File: config.mk
export PLATFORM = sky130hd
export DESIGN_NAME = llr_group_pack
export DESIGN_NICKNAME = d
export VERILOG_FILES = /design/src/rtl/turbo_pkg.sv /design/src/rtl/llr_group_oreg.sv /design/src/rtl/llr_group_pack.sv
export SDC_FILE = /design/constraint.sdc
export NUM_CORES = 1
export LEC_CHECK = 0
export CAP_MARGIN = 20
export CORE_MARGIN = 10
export CORE_UTILIZATION = 50
export DETAILED_ROUTE_END_ITERATION = 8
export HOLD_SLACK_MARGIN = 0.03
export PLACE_DENSITY = 0.76
export SYNTH_ARGS = -nofsm -noshare
export SYNTH_HDL_FRONTEND = slang
export SYNTH_SLANG_ARGS = --single-unit
File: constraint.sdc
create_clock -name clk -period 2.9 [get_ports clk]
set_clock_uncertainty 0.1 [all_clocks]
set_input_delay 0.29 -clock clk [delete_from_list [all_inputs] [get_ports clk]]
set_output_delay 0.29 -clock clk [all_outputs]
set_load 0.05 [all_outputs]
File: src/rtl/turbo_pkg.sv
// Shared definitions for the turbo interleave front end.
//   LLR_W      : soft LLR width per lane
//   LANES      : lanes per interleave group
//   llr_grp_t  : one 4-lane LLR group, lane 0 in element [0]
//   pack_state_e : packer FSM states
package turbo_pkg;

    localparam int LLR_W = 16;
    localparam int LANES = 4;

    typedef logic [LANES-1:0][LLR_W-1:0] llr_grp_t;

    typedef enum logic {
        HUNT = 1'b0,
        FILL = 1'b1
    } pack_state_e;

endpackage

File: src/rtl/llr_group_oreg.sv
// Output register for one LLR group with valid/ready hold.
//   clk, rst   : clock, synchronous active-low reset
//   load_i     : load grp_i/sof_i/eof_i this edge (only asserted when free_o)
//   grp_i      : group to load
//   sof_i/eof_i: frame boundary flags for the loaded group
//   ready_i    : downstream accepts the presented group
//   grp_o, valid_o, sof_o, eof_o : registered group and flags
//   free_o     : register can take a new group at the next edge
module llr_group_oreg
    import turbo_pkg::*;
#(
    parameter int W = LLR_W
) (
    input  logic                       clk,
    input  logic                       rst,
    input  logic                       load_i,
    input  logic [LANES-1:0][W-1:0]    grp_i,
    input  logic                       sof_i,
    input  logic                       eof_i,
    input  logic                       ready_i,
    output logic [LANES-1:0][W-1:0]    grp_o,
    output logic                       valid_o,
    output logic                       sof_o,
    output logic                       eof_o,
    output logic                       free_o
);

    logic [LANES-1:0][W-1:0] grp_q;
    logic                    valid_q, valid_d;
    logic                    sof_q, eof_q;

    assign free_o = !valid_q || ready_i;

    // A load replaces a group being handed off in the same cycle.
    always_comb begin
        valid_d = valid_q;
        if (load_i)       valid_d = 1'b1;
        else if (ready_i) valid_d = 1'b0;
    end

    always_ff @(posedge clk) begin
        if (!rst) begin
            grp_q   <= '0;
            valid_q <= 1'b0;
            sof_q   <= 1'b0;
            eof_q   <= 1'b0;
        end else begin
            valid_q <= valid_d;
            if (load_i) begin
                grp_q <= grp_i;
                sof_q <= sof_i;
                eof_q <= eof_i;
            end
        end
    end

    assign grp_o   = grp_q;
    assign valid_o = valid_q;
    assign sof_o   = sof_q;
    assign eof_o   = eof_q;

endmodule

File: src/rtl/llr_group_pack.sv
// Packs a 1-symbol/cycle soft LLR stream into 4-lane groups for the
// turbo interleave stage, zero-padding the last partial group of a frame.
//   clk, rst          : clock, synchronous active-low reset
//   in_data/in_valid/in_sof/in_ready : input symbol stream
//   out_x1..out_x4    : group lanes 0..3 in arrival order
//   out_valid/out_ready : group handshake
//   out_sof/out_eof   : group holds the first / last symbol of the frame
//   frame_err         : one-cycle pulse when in_sof arrives mid-frame
module llr_group_pack
    import turbo_pkg::*;
#(
    parameter int W         = LLR_W,
    parameter int FRAME_LEN = 40,
    parameter int CNT_W     = 16
) (
    input  logic         clk,
    input  logic         rst,
    input  logic [W-1:0] in_data,
    input  logic         in_valid,
    input  logic         in_sof,
    output logic         in_ready,
    output logic [W-1:0] out_x1,
    output logic [W-1:0] out_x2,
    output logic [W-1:0] out_x3,
    output logic [W-1:0] out_x4,
    output logic         out_valid,
    input  logic         out_ready,
    output logic         out_sof,
    output logic         out_eof,
    output logic         frame_err
);

    pack_state_e             state_q, state_d;
    logic [1:0]              lane_q;
    logic [CNT_W-1:0]        cnt_q;
    logic [LANES-1:0][W-1:0] col_q;
    logic                    sof_flag_q, eof_flag_q, pend_q, frame_err_q;

    logic                    accept, restart, store, premature, last, close;
    logic                    out_free, load, load_sof, load_eof;
    logic [2:0]              lane_new;
    logic [CNT_W-1:0]        cnt_new;
    logic                    sof_new;
    logic [LANES-1:0][W-1:0] col_new, load_grp, grp_o;

    // State register
    always_ff @(posedge clk) begin
        if (!rst) state_q <= HUNT;
        else      state_q <= state_d;
    end

    // Next state: any stored symbol that completes the frame returns to HUNT
    always_comb begin
        state_d = state_q;
        case (state_q)
            HUNT:    if (store) state_d = last ? HUNT : FILL;
            FILL:    if (last)  state_d = HUNT;
            default: state_d = HUNT;
        endcase
    end

    // Outputs / datapath control
    always_comb begin
        in_ready  = !pend_q;
        accept    = in_valid && in_ready;
        restart   = accept && in_sof;
        store     = accept && (state_q == FILL || in_sof);
        premature = restart && state_q == FILL;

        // A restart discards any partial group collected so far.
        col_new = restart ? '0 : col_q;
        if (restart) col_new[0]      = in_data;
        else         col_new[lane_q] = in_data;
        lane_new = restart ? 3'd1 : {1'b0, lane_q} + 3'd1;
        cnt_new  = restart ? CNT_W'(1) : cnt_q + CNT_W'(1);
        sof_new  = restart || sof_flag_q;

        last  = store && cnt_new == CNT_W'(FRAME_LEN);
        close = store && (lane_new == 3'(LANES) || last);

        // close and pend_q are exclusive: no accepts while pending
        load     = (close || pend_q) && out_free;
        load_grp = pend_q ? col_q      : col_new;
        load_sof = pend_q ? sof_flag_q : sof_new;
        load_eof = pend_q ? eof_flag_q : last;
    end

    always_ff @(posedge clk) begin
        if (!rst) begin
            lane_q      <= '0;
            cnt_q       <= '0;
            col_q       <= '0;
            sof_flag_q  <= 1'b0;
            eof_flag_q  <= 1'b0;
            pend_q      <= 1'b0;
            frame_err_q <= 1'b0;
        end else begin
            frame_err_q <= premature;
            if (store) begin
                cnt_q <= last ? '0 : cnt_new;
                if (close) begin
                    lane_q <= '0;
                    if (out_free) begin
                        col_q      <= '0;
                        sof_flag_q <= 1'b0;
                    end else begin
                        // Park the closed group; flags travel with it
                        col_q      <= col_new;
                        sof_flag_q <= sof_new;
                        eof_flag_q <= last;
                        pend_q     <= 1'b1;
                    end
                end else begin
                    lane_q     <= lane_new[1:0];
                    col_q      <= col_new;
                    sof_flag_q <= sof_new;
                end
            end else if (pend_q && out_free) begin
                pend_q     <= 1'b0;
                col_q      <= '0;
                sof_flag_q <= 1'b0;
                eof_flag_q <= 1'b0;
            end
        end
    end

    llr_group_oreg #(.W(W)) u_oreg (
        .clk     (clk),
        .rst     (rst),
        .load_i  (load),
        .grp_i   (load_grp),
        .sof_i   (load_sof),
        .eof_i   (load_eof),
        .ready_i (out_ready),
        .grp_o   (grp_o),
        .valid_o (out_valid),
        .sof_o   (out_sof),
        .eof_o   (out_eof),
        .free_o  (out_free)
    );

    assign out_x1    = grp_o[0];
    assign out_x2    = grp_o[1];
    assign out_x3    = grp_o[2];
    assign out_x4    = grp_o[3];
    assign frame_err = frame_err_q;

endmodule

==> results.md, run 1 <==
- Status: finished, final reports clean
- Worst-skew pair later-pin latency: about 0.43 ns
- Peak VDD IR: between 0.0004 and 0.0005 V
- Cell variety after synth: 57
- IO Count: 90
- Worst slew margin relative to its limit: 0.5524
- Commonest non-fill, non-tap cells in the layout: dfxtp_1, clkdlybuf4s50_1, a21oi_1
- Minimum clock period: between 2 and 3 ns
- Post-synthesis net count: between 700 and 800
- Share of cells above drive strength 1: 0.1459
- Max Fclk: ~0.35 GHz
- CTS root buffer: clkbuf_16
- Crit-path max cell delay: around 0.60 ns
- Number of synthesized flops with an enable pin: 0
- Pre-CTS WS: -0.1348 ns
- Die Wd: ~140 um
- Slowest cell on the critical path: or4_4
- Worst R2R End: u_oreg.grp_o[55]
- Die Area: ~19000 sq um
- Clock sink count: about 150
- CTS tree: yes
- Num CTS Buffers: 17
- CTS max path bufs: 2
- Pre-antenna DRT Iters: 5
- Critical path data required time: around 3.1 ns
- RSZ-0062 raised after global routing: yes
- Max-Cap Viols: 0
- Pleak: 3.039 nW
- Max Slew Vio Count: 0
- Setup CP Type: reg -> reg
- Worst-path cell chain: ha_1 -> nand3_1 -> xor2_1 -> a311oi_2 -> or4_4 -> o211ai_4 -> buf_4 -> buf_4 -> a21oi_1 -> a211oi_1
- Initial core utilization: 0.5170
- P&R area growth vs syn: 28.88%
- Core Footprint: around 13000 sq um
- Worst slew pin tran: ~0.66 ns
- Yosys warns: 0
- First-iteration detailed-routing DRC count: about 590
- Reg2reg start: cnt_q[0]
- Worst hold stages: 1
- Vias in the first global route: just over 6000
- H-tree levels: 4
- Max Fanout on Critical Path: 9
- Post-route DRC: 0
- Main synth FF type: dfxtp_1
- CP startpoint kind: register
- Gr usage total: 0.2182
- Critical Path Most Common Cell: buf_4
- Routed WL: between 20 and 25 mm
- WHS Endpoint: col_q[6]
- Commonest non-fill, non-tap cell in the layout: dfxtp_1
- First-pass GRT wire length: roughly 33 mm
- Syn Area/Cell: just over 9 sq um
- ANT cells: 0
- Die H: between 100 and 150 um
- Reg2reg setup slack: 0.01 ns
- RD Place Congestion: 0.9412
- Setup WS post-layout: between 0.01 and 0.015 ns
- Register bit total from synthesis: between 150 and 200
- Initial antenna violation count: 0
- Nature of the critical path endpoint: register
- R2r worst-path depth: 10
- Final ANT Viol Nets: 0
- Tcrit/Tclk final: 0.9961
- Final Hold Fails: 0
- HP Start: col_q[6]
- Largest net degree at the start of global routing: a little under 60
- Setup-failing EPs final: 0
- Routed wire length per instance: between 20 and 25 um
- Fill cell count: roughly 1000
- Congestion Overflow GR: 0
- Number of vias per cell: 6.335
- Final net count: about 850
- CP arrival: between 3 and 4 ns
- Post-DP HPWL: around 14 mm
- PD cells: 542.2 nW/um^2
- Via count: between 6000 and 7000
- Clk slew on worst S/H paths: 0.06 ns
- HP Class: reg -> reg
- # port buffers: 89
- Cell count after synthesis: 748
- Core Util, Final: 0.6663
- Post-synthesis cell area: between 6000 and 7000 sq um
- Post-synthesis sequential area ratio: 0.4450
- Post-synth ARST share: 0
- Standard-cell row count: 42
-- report_power, final --
group / total, mW / switching (mW) / internal, mW / leakage, nW
Sequential: 2.15 / 0.0143 / 2.13 / 1.25
Combinational: 0.318 / 0.204 / 0.114 / 1.49
Clock: 2.38 / 0.905 / 1.47 / 0.298
-- registers in the layout, indices dropped and copies added, names as in the netlist, 2 cells and up, named ones only --
| register | flops |
|---|---|
| cnt_q | 16 |
| col_q | 64 |
| u_oreg.grp_o | 64 |
| lane_q | 2 |
-- timing repair --
item | in CTS | in global routing
cloned | 1 | 0
buffers inserted | 3 | 0
pin swaps | 2 | 7
gates resized for setup | 11 | 21
hold buffers | 0 | 0
setup endpoints to repair | 106 | 109
-- logic make-up after synthesis --
| group | Yosys count | share of synthesized area |
|---|---|---|
| and+or+nand+nor | 143 | 0.1129 |
| xor gates and xnor gates | 12 | 0.01517 |
| adders and majority gates | 5 | 0.009030 |
| buffers and inverters | 97 | 0.06375 |
| AOI/OAI and AO/OA | 317 | 0.3251 |
| muxes | 20 | 0.02908 |
| DFF | 154 | 0.4450 |
-- critical path, delay by kind of cell, from the launching register on --
family / cells / cell delay, ns
AO/OA/AOI/OAI: 4 / 0.80
AND/OR/NAND/NOR: 2 / 0.76
flip-flops: 1 / 0.37
buffers and inverters: 2 / 0.32
adder cells (fa/ha/maj): 1 / 0.23
XOR/XNOR: 1 / 0.21
-- synth_stat cells (all sizes together) (7+ instances only) --
cell,instances,area [sq um]
a211oi,66,495.5
a21oi,85,429.2
a22o,33,289.0
a22oi,50,375.4
a32o,17,170.2
a32oi,17,148.9
and3,8,50.05
buf,48,255.2
clkbuf,42,160.1
dfxtp,154,3083
inv,7,26.27
mux2i,19,190.2
nand2,21,81.33
nand3,32,170.2
nand4,7,43.79
nor2,23,93.84
nor2b,18,112.6
nor3,8,40.04
o21ai,34,181.4
xnor2,7,61.31
-- final cells by class --
type	instances	area [sq um]	share of cell area
flip-flops and latches	154	3103	0.3475
clock buffers	19	442.9	0.04961
repair buffers	146	1443	0.1616
clock inverters	13	192.7	0.02158
well taps	176	220.2	0.02466
inverters	7	26.28	0.002943
multi-input cells	497	3501	0.3921
-- stage by stage --
step | area, sq um | hold WS, ns | std cells | setup TNS [ns] | power [mW]
after floorplan | 6933 | 0.3359 | 748 | 0 | 2.382
after global placement | 8110 | 0.3467 | 974 | -0.1403 | 2.497
after detailed placement | 8110 | 0.3548 | 974 | -6.663 | 2.505
after CTS | 8826 | 0.3697 | 1010 | 0 | 4.856
after global routing | 8929 | 0.3903 | 1012 | -3.319 | 4.964
final | 8929 | 0.3691 | 1012 | 0 | 4.841
-- worst max-delay path by stage --
stage | from | endpoint
after detailed placement | in_valid | u_oreg.grp_o[21]
after floorplan | cnt_q[0] | u_oreg.eof_o
after global routing | cnt_q[0] | u_oreg.grp_o[21]
after CTS | cnt_q[0] | u_oreg.sof_o
final | cnt_q[0] | u_oreg.grp_o[55]
after global placement | cnt_q[0] | col_q[15]
-- per-layer routing --
metal	part of all wire	wire length, um	up-vias	track usage
met2	0.49	10270	260	0.3651
met3	0.077	1613	54	0.06009
met4	0.031	638	0	0.09212
met1	0.40	8310	3091	0.2572
li1	-	-	3006	-
met5	0	0	-	0
No activity file was read; power rests on OpenSTA's default activity.
==> run 2, diff against run 1 <==
--- a/config.mk
+++ b/config.mk
@@ -7,10 +7,12 @@
 export LEC_CHECK = 0
 export CAP_MARGIN = 20
 export CORE_MARGIN = 10
-export CORE_UTILIZATION = 50
+export CORE_UTILIZATION = 52
+export CTS_BUF_LIST = sky130_fd_sc_hd__clkbuf_2
 export DETAILED_ROUTE_END_ITERATION = 8
+export GPL_TIMING_DRIVEN = 0
 export HOLD_SLACK_MARGIN = 0.03
-export PLACE_DENSITY = 0.76
+export PLACE_DENSITY = 0.79
 export SYNTH_ARGS = -nofsm -noshare
 export SYNTH_HDL_FRONTEND = slang
 export SYNTH_SLANG_ARGS = --single-unit
==> results.md, run 2 (synthesis gave the netlist of run 1 again) <==
- Routed WL: 22.63 mm (was 20.83 mm)
- CTS root buffer: clkbuf_2 (was clkbuf_16)
- Sw Pwr: 1.091 mW (was 1.123 mW)
- H-tree levels: 4 (unchanged)
- Nature of the critical path endpoint: register (unchanged)
- Gr usage total: 0.2348 (was 0.2182)
- Post-Layout Cell Count: 1077 (was 1012)
- Worst slew pin tran: 0.8192 ns (was 0.6621 ns)
- Num CTS Buffers: 17 (unchanged)
- Post-route DRC: 0 (unchanged)
- Critical path data required time: 3.48 ns (was 3.14 ns)
- First-iteration detailed-routing DRC count: 957 (was 592)
- IO Count: 90 (unchanged)
- Standard-cell row count: 42 (unchanged)
- Critical Path Most Common Cell: buf_6 (was buf_4)
- Sw Ratio: 0.2841 (was 0.2320)
- Setup CP Type: reg -> reg (unchanged)
- Fill cell count: 956 (was 1018)
- Slowest cell on the critical path: dfxtp_4 (was or4_4)
- Crit-path max cell delay: 0.43 ns (was 0.60 ns)
- Via count: 6952 (was 6411)
- RSZ-0062 raised after global routing: yes (unchanged)
- P&R area growth vs syn: 32.35% (was 28.88%)
- PD cells: 418.9 nW/um^2 (was 542.2 nW/um^2)
- Violated checks: setup timing
- Commonest non-fill, non-tap cells in the layout: dfxtp_1, a21oi_1, clkdlybuf4s50_1 (was dfxtp_1, clkdlybuf4s50_1, a21oi_1)
- Minimum clock period: 2.935 ns (was 2.889 ns)
- HP Class: in -> reg (was reg -> reg)
- Final ANT Viol Nets: 0 (unchanged)
- Status: finished, violations left (was finished, final reports clean)
- Initial antenna violation count: 0 (unchanged)
- Core Footprint: 13140 sq um (was 13400 sq um)
- Setup_tns: -0.5974 ns (was 0 ns)
- Largest net degree at the start of global routing: 17 (was 58)
- # port buffers: 72 (was 89)
- Routed wire length per instance: 21.01 um (was 20.59 um)
- Die Wd: 135.4 um (was 137.7 um)
- CP arrival: 3.51 ns (was 3.12 ns)
- Min Hold Slack: 0.1246 ns (was 0.3691 ns)
- Share of cells above drive strength 1: 0.1953 (was 0.1459)
- Max Fanout on Critical Path: 10 (was 9)
- ANT cells: 0 (unchanged)
- Pre-antenna DRT Iters: 6 (was 5)
- CP startpoint kind: register (unchanged)
- Setup WS post-layout: -0.03507 ns (was 0.01143 ns)
- Die H: 135.4 um (was 137.7 um)
- CTS max path bufs: 2 (unchanged)
- Commonest non-fill, non-tap cell in the layout: dfxtp_1 (unchanged)
- Comb pwr share: 0.088 (was 0.066)
- Power Total: 3.841 mW (was 4.841 mW)
- Initial core utilization: 0.5273 (was 0.5170)
- Internal power: 2.750 mW (was 3.718 mW)
- Die Area: 18340 sq um (was 18960 sq um)
- Clk slew on worst S/H paths: 0.21 ns (was 0.06 ns)
- Clock sink count: 154 (unchanged)
- Final net count: 914 (was 849)
- Tcrit/Tclk final: 1.012 (was 0.9961)
- Setup-failing EPs final: 35 (was 0)
- Final Hold Fails: 0 (unchanged)
- Seq pwr share: 0.561 (was 0.444)
- Post-DP HPWL: 14.94 mm (was 14.08 mm)
- RD Place Congestion: 0.9580 (was 0.9412)
- CTS tree: yes (unchanged)
- Worst-skew pair later-pin latency: 0.78 ns (was 0.43 ns)
- Core Util, Final: 0.6979 (was 0.6663)
- Number of vias per cell: 6.455 (was 6.335)
- Worst slew margin relative to its limit: 0.4497 (was 0.5524)
- Max-Cap Viols: 0 (unchanged)
- Max Slew Vio Count: 0 (unchanged)
- First-pass GRT wire length: 34.96 mm (was 32.80 mm)
- Clock network power share: 0.351 (was 0.491)
- Vias in the first global route: 6645 (was 6172)
- Worst-path cell chain: buf_6 -> nand4_1 -> buf_6 -> nor3_4 -> mux2_4 -> buf_4 -> nor4_4 -> nand2_4 -> a32o_2 -> buf_6 -> a32o_1 (was ha_1 -> nand3_1 -> xor2_1 -> a311oi_2 -> or4_4 -> o211ai_4 -> buf_4 -> buf_4 -> a21oi_1 -> a211oi_1)
- Placed cells: 996 (was 974)
- Peak VDD IR: 0.0002288 V (was 0.0004124 V)
- Congestion Overflow GR: 0 (unchanged)
- Max Fclk: 0.3407 GHz (was 0.3462 GHz)
- Pleak: 3.100 nW (was 3.039 nW)
run 2: changes by cell type in the layout (fill, tap and decap cells not counted), moves of 18 or more:
cell	delta
buf_1	+20
clkdlybuf4s50_1	-18
buf_4	-19
clkbuf_1	+34
clkbuf_2	+20
a211oi_2	+33
a211oi_1	-34
run 2: per-stage QoR:
step / setup slack [ns] / instance area, sq um
after floorplan: 0.08939 / 6933
after global placement: -0.6580 / 7874
after detailed placement: -0.7174 / 7874
after CTS: -0.01722 / 8765
after global routing: -0.1351 / 9169
final: -0.03507 / 9169
run 2: path summary, 6_finish.rpt:
path	start	endpoint	slack, ns	cells after the start
worst max register to register	cnt_q[0]	col_q[9]	-0.04	11
worst max-delay path	cnt_q[0]	col_q[9]	-0.04	11
worst min-delay path	in_sof	frame_err	0.12	2
worst min register to register	u_oreg.sof_o	u_oreg.sof_o	0.38	2
run 2: layer usage:
layer	vias to the layer above	global-route usage	routed length (um)
li1	3146	-	-
met2	369	0.3964	11000
met1	3373	0.2860	9031
met4	0	0.08911	636
met5	-	0	0
met3	64	0.05082	1961
run 2: area by class of cell:
cell class | count | area, sq um | area share
flip-flops and latches | 154 | 3097 | 0.3377
multi-input cells | 497 | 3780 | 0.4123
repair buffers | 123 | 1212 | 0.1322
plain buffers | 88 | 556.8 | 0.06073
inverters | 7 | 26.28 | 0.002866
clock buffers | 17 | 85.08 | 0.009279
clock inverters | 15 | 191.4 | 0.02088
well taps | 176 | 220.2 | 0.02402
run 2: worst max-delay path, delay by kind of cell (launching register included):
kind                   cells  cell delay [ns]
muxes                      1             0.34
AOI/OAI and AO/OA          2             0.52
DFF                        1             0.43
buffers and inverters      4             0.55
and+or+nand+nor            4             0.89
run 2: power groups by stage:
stage	Combinational [mW]	Clock [mW]	Sequential, mW
6_report	0.338	1.35	2.16
5_1_grt	0.358	1.44	2.16
4_1_cts	0.306	1.34	2.15
3_5_place_dp	0.274	0	2.20
3_3_place_gp	0.264	0	2.20
2_1_floorplan	0.187	0	2.19
run 2: timing repair:
item	in CTS	in global routing
pin swaps	15	41
setup buffers	19	11
gates cloned	2	2
endpoints found under the setup margin	136	121
hold endpoints to repair	100	0
resized for setup	65	78
hold buffers	17	0
